**config.mk**
```make
export PLATFORM = sky130hd
export DESIGN_NAME = signed_pipelined_fixed_point_subtractor
export DESIGN_NICKNAME = d
export VERILOG_FILES = /design/src/rtl/signed_pipelined_fixed_point_subtractor.sv
export SDC_FILE = /design/constraint.sdc
export NUM_CORES = 1
export LEC_CHECK = 0
export ABC_AREA = 1
export CAP_MARGIN = 40
export CORE_ASPECT_RATIO = 1.1
export CORE_MARGIN = 2
export CORE_UTILIZATION = 50
export CTS_BUF_LIST = sky130_fd_sc_hd__clkbuf_4 sky130_fd_sc_hd__clkbuf_8
export DETAILED_ROUTE_END_ITERATION = 10
export HOLD_SLACK_MARGIN = 0.06
export PLACE_DENSITY = 0.82
export SYNTH_ARGS = -nofsm -noshare
export SYNTH_HDL_FRONTEND = slang
export SYNTH_SLANG_ARGS = --single-unit
```
**constraint.sdc**
```tcl
create_clock -name clk -period 3.9 [get_ports clk]
set_clock_uncertainty 0.2 [all_clocks]
set_input_delay 0.585 -clock clk [delete_from_list [all_inputs] [get_ports clk]]
set_output_delay 0.585 -clock clk [all_outputs]
set_load 0.005 [all_outputs]
```
**src/rtl/signed_pipelined_fixed_point_subtractor.sv**
```systemverilog
// Two-stage split-borrow subtractor: Diff = Sum - B, with valid/ready backpressure.
// Optional clamp of the result to the W-bit range when SUB_SATURATE_EN is defined.
module signed_pipelined_fixed_point_subtractor #(
  parameter int W         = 8,
  parameter int FRAC_BITS = 4,
  parameter int LO        = (W + 2) / 2
) (
  input  logic           clk,
  input  logic           rst_n,
  input  logic           in_valid,
  output logic           in_ready,
  input  logic [W:0]     Sum,
  input  logic [W-1:0]   B,
  output logic           out_valid,
  input  logic           out_ready,
  output logic [W+1:0]   Diff,
  output logic           ovf
);

  localparam int DW = W + 2;
  localparam int HI = DW - LO;

  // Parameter sanity at elaboration; FRAC_BITS only describes the Q-format.
  if (FRAC_BITS < 0 || FRAC_BITS > W) begin : g_bad_frac
    $error("FRAC_BITS must lie in [0, W]");
  end
  if (LO < 1 || LO >= DW) begin : g_bad_lo
    $error("LO must lie in [1, W+1]");
  end

  typedef struct packed {
    logic [LO-1:0] lo;
    logic          c;
    logic [HI-1:0] s_hi;
    logic [HI-1:0] nb_hi;
  } s1_t;

  logic [2:1]    vld_pipe;
  logic          adv1, adv2;
  logic [DW-1:0] sum_x, nb_x;
  logic [LO:0]   lo_sum;
  s1_t           s1_d, s1_q;
  logic [HI-1:0] hi;
  logic [DW-1:0] full;
  logic [DW-1:0] diff_d, diff_q;

  assign adv2      = !vld_pipe[2] | out_ready;
  assign adv1      = !vld_pipe[1] | adv2;
  assign in_ready  = adv1;
  assign out_valid = vld_pipe[2];
  assign Diff      = diff_q;

  // Stage 1: low slice of Sum + ~B + 1; carry out replaces the borrow.
  assign sum_x  = {Sum[W], Sum};
  assign nb_x   = ~{{2{B[W-1]}}, B};
  assign lo_sum = {1'b0, sum_x[LO-1:0]} + {1'b0, nb_x[LO-1:0]} + (LO+1)'(1);

  always_comb begin
    s1_d       = '0;
    s1_d.lo    = lo_sum[LO-1:0];
    s1_d.c     = lo_sum[LO];
    s1_d.s_hi  = sum_x[DW-1:LO];
    s1_d.nb_hi = nb_x[DW-1:LO];
  end

  always_ff @(posedge clk or negedge rst_n) begin
    if (!rst_n) begin
      vld_pipe[1] <= 1'b0;
      s1_q        <= '0;
    end else if (adv1) begin
      vld_pipe[1] <= in_valid;
      s1_q        <= s1_d;
    end
  end

  // Stage 2: upper slice absorbs the carry.
  assign hi   = s1_q.s_hi + s1_q.nb_hi + HI'(s1_q.c);
  assign full = {hi, s1_q.lo};

`ifdef SUB_SATURATE_EN
  logic fits, ovf_d, ovf_q;

  // Result fits W bits when the top three bits are all copies of the sign.
  assign fits = (&full[DW-1:W-1]) | ~(|full[DW-1:W-1]);

  always_comb begin
    diff_d = full;
    ovf_d  = 1'b0;
    if (!fits) begin
      ovf_d = 1'b1;
      if (full[DW-1])
        diff_d = {{3{1'b1}}, {(W-1){1'b0}}};
      else
        diff_d = {{3{1'b0}}, {(W-1){1'b1}}};
    end
  end

  always_ff @(posedge clk or negedge rst_n) begin
    if (!rst_n) ovf_q <= 1'b0;
    else if (adv2) ovf_q <= ovf_d;
  end

  assign ovf = ovf_q;
`else
  assign diff_d = full;
  assign ovf    = 1'b0;
`endif

  always_ff @(posedge clk or negedge rst_n) begin
    if (!rst_n) begin
      vld_pipe[2] <= 1'b0;
      diff_q      <= '0;
    end else if (adv2) begin
      vld_pipe[2] <= vld_pipe[1];
      diff_q      <= diff_d;
    end
  end

endmodule

```
==> results.py <==
metrics = {
    "cts": {
        "htree_levels": 1,
        "cts.sinks": 25,
        "holdBufCountCts": 0,
        "cts_resized": 0,
        "cts_buffers": 3,
        "cts_root_buf": "clkbuf_4",
        "cts_buffer_depth": 2,
        "cts_tree": "yes",
        "clk_pin_slew_ps": 120,
        "post-cts-setup-buffer-count": 0,
        "clock_latency_ps": 320,
    },
    "floorplanning": {
        "die_width_um": 52.88,
        "die_h_um": 57.76,
        "die_area_mm2": 0.003054,
        "initial_core_util_pct": 52.63,
        "core_mm2": 0.002496,
        "ioPinCount": 34,
        "rows": 19,
    },
    "finish": {
        "syn_to_final_growth_pct": 28.57,
        "final_nets": 221,
        "diodes": 0,
        "final_common_cell": "nand2_1",
        "layout_common_cells": "nand2_1, clkdlybuf4s50_1, dfrtp_1",
        "drive_gt1_share_pct": 7.447,
    },
    "route": {
        "drt_iter0_drc": 17,
        "dr.pass1.iters": 4,
        "route.vias.total": 1071,
        "drc": 0,
        "wirelength_mm": 2.554,
        "wl_per_cell_um": 11.66,
        "via_per_inst": 4.890,
        "drtAntennaViolNets": 0,
    },
    "power": {
        "power_density_mw_per_mm2": 389.3,
        "power.switching_w": 0.0001991,
        "sw_frac_of_total_pct": 30.29,
        "p_seq_share_pct": 50.9,
        "pwr-share-comb_pct": 31.8,
        "vdd_drop_max_v": 0.0002438,
        "clkPwrFrac_pct": 17.3,
        "power.internal_w": 0.0004584,
        "power.total_w": 0.0006575,
        "p_leak_nw": 0.8657,
    },
    "worst_setup_path": {
        "cp-start-kind": "input pin",
        "cp_num_buf_inv": 4,
        "cp_slowest_stage_delay_ps": 530,
        "cp_common_cell": "clkdlybuf4s50_1",
        "crit_family": "buffers and inverters",
        "critPathKind": "in2out",
        "end_kind": "primary output",
        "worstPathCellList": "clkdlybuf4s50_1 -> inv_1 -> nand2_4 -> nor2_8 -> inv_2 -> clkdlybuf4s50_1",
        "cp.required_ps": 3120,
        "cp_slowest_cell": "clkdlybuf4s50_1",
        "path_max_fanout": 19,
        "cp.arrival_ps": 2050,
    },
    "synthesis": {
        "yosys.area.top_type": "dfrtp_1",
        "synth_nets": 186,
        "synth-seq-cells": 25,
        "ys_types": 19,
        "synth.avg_cell_area_um2": 8.531,
        "synth-seq-area-share_pct": 47.62,
        "ys_warn_count": 0,
        "yosysTopAreaCellShare_pct": 47.62,
        "syn-instance-count": 154,
        "syn-cell-area_mm2": 0.001314,
        "synth.area.top_cells": "dfrtp_1, nand2_1, ha_1, inv_1, fa_1",
    },
    "grt": {
        "grt_max_degree": 20,
        "grt_usage_pct": 20.33,
        "grt.overflow.total": 0,
        "antenna_found_initial": 0,
        "grt_pass1_vias": 1107,
        "grt_pass1_wl_mm": 4.560,
    },
    "place": {
        "port_buffers": 32,
        "gp_congestion": 0.8375,
        "dp_hpwl_mm": 2.107,
    },
    "flow_run": {
        "cap_viol_max_count": 0,
    },
    "sta": {
        "fmax_mhz": 353.3,
        "hold_viol": 0,
        "slew_violations": 0,
        "fin_setup_tns_ps": 0,
        "tightest_slew_ps": 520.2,
        "max_slew_margin_pct": 65.21,
        "min_period_over_period_pct": 72.57,
        "grt_setup_unrepaired": "false",
        "finalSetupViolations": 0,
        "period_needed_ps": 2830,
    },
    "status": {
        "status": "completed",
    },
    "min_path": {
        "hp-class": "reg2reg",
    },
}
metrics by stage:
stage | hold WS, ps | instances | area [um^2] | worst slack [ps] | utilization, %
after floorplan | 89.41 | 154 | 1314 | 2086 | -
after global placement | 254.9 | 214 | 1647 | 1101 | 65.96
final | 290.0 | 219 | 1689 | 1070 | 67.67
after global routing | 306.7 | 219 | 1689 | 962.2 | 67.67
after detailed placement | 262.3 | 215 | 1662 | 1063 | 66.57
after CTS | 295.1 | 219 | 1689 | 1061 | 67.67
sequential cells by signal, indices dropped and copies added (netlist names):
register,flops
diff_d,5
out_valid,1
Diff,10
vld_pipe,1
s1_q,8
routing by layer:
layer,GRT usage [%],routed length [um]
met5,0,0
met4,11.72,60
met2,35.18,1340
met3,2.835,123
met1,23.66,1030
Yosys cell counts:
cell type,instances
buf_4,2
nand2_4,1
nand4_1,1
buf_6,1
a21oi_1,3
o21ai_2,1
o21ai_0,8
ha_1,8
inv_2,2
nand2_1,59
nor2_1,6
conb_1,1
nand3b_1,1
nand3_1,9
dfrtp_1,25
inv_1,18
nor2_8,1
or2_2,4
fa_1,3
cell type report:
class                           instances  area, um^2
Multi-Input combinational cell        106       586.8
Timing Repair Buffer                   33       335.3
Sequential cell                        25       625.6
Tap cell                               31       38.79
Clock buffer                            3       22.52
Inverter                               20       75.07
Clock inverter                          1       5.005
Fill cell                             213       807.0
worst paths after layout:
kind,from,slack [ps],cells after the start,end
setup / recovery,out_ready,1070,6,in_ready
hold / removal,Diff[3],290,2,Diff[3]
setup reg to reg,s1_q[0],1990,5,Diff[9]
hold reg to reg,Diff[3],290,2,Diff[3]
max in group asynchronous,rst_n,2630,2,Diff[3]
min in group asynchronous,rst_n,390,1,Diff[7]
power by group through the flow:
stage / clock network, W / registers, W / logic [W]
2_1_floorplan: 0 / 0.000337 / 0.000103
3_3_place_gp: 0 / 0.000336 / 0.000199
3_5_place_dp: 0 / 0.000340 / 0.000211
4_1_cts: 0.000118 / 0.000334 / 0.000212
5_1_grt: 0.000128 / 0.000340 / 0.000238
6_report: 0.000114 / 0.000335 / 0.000209
logic make-up (layout without fill, tap and decap cells):
family	Yosys count	after routing	synth area share (%)
buffers and inverters	23	57	7.714
adder cells (fa/ha/maj)	11	11	12.19
flip-flops	25	25	47.62
AO/OA/AOI/OAI	12	12	4.857
other	1	1	0.2854
AND/OR/NAND/NOR	82	82	27.33
worst min-delay path, delay by kind of cell, from the launching register on:
kind	cells	cell delay (ps)
flops	1	360
simple gates	2	110
Power figures use the tool's default switching activity.
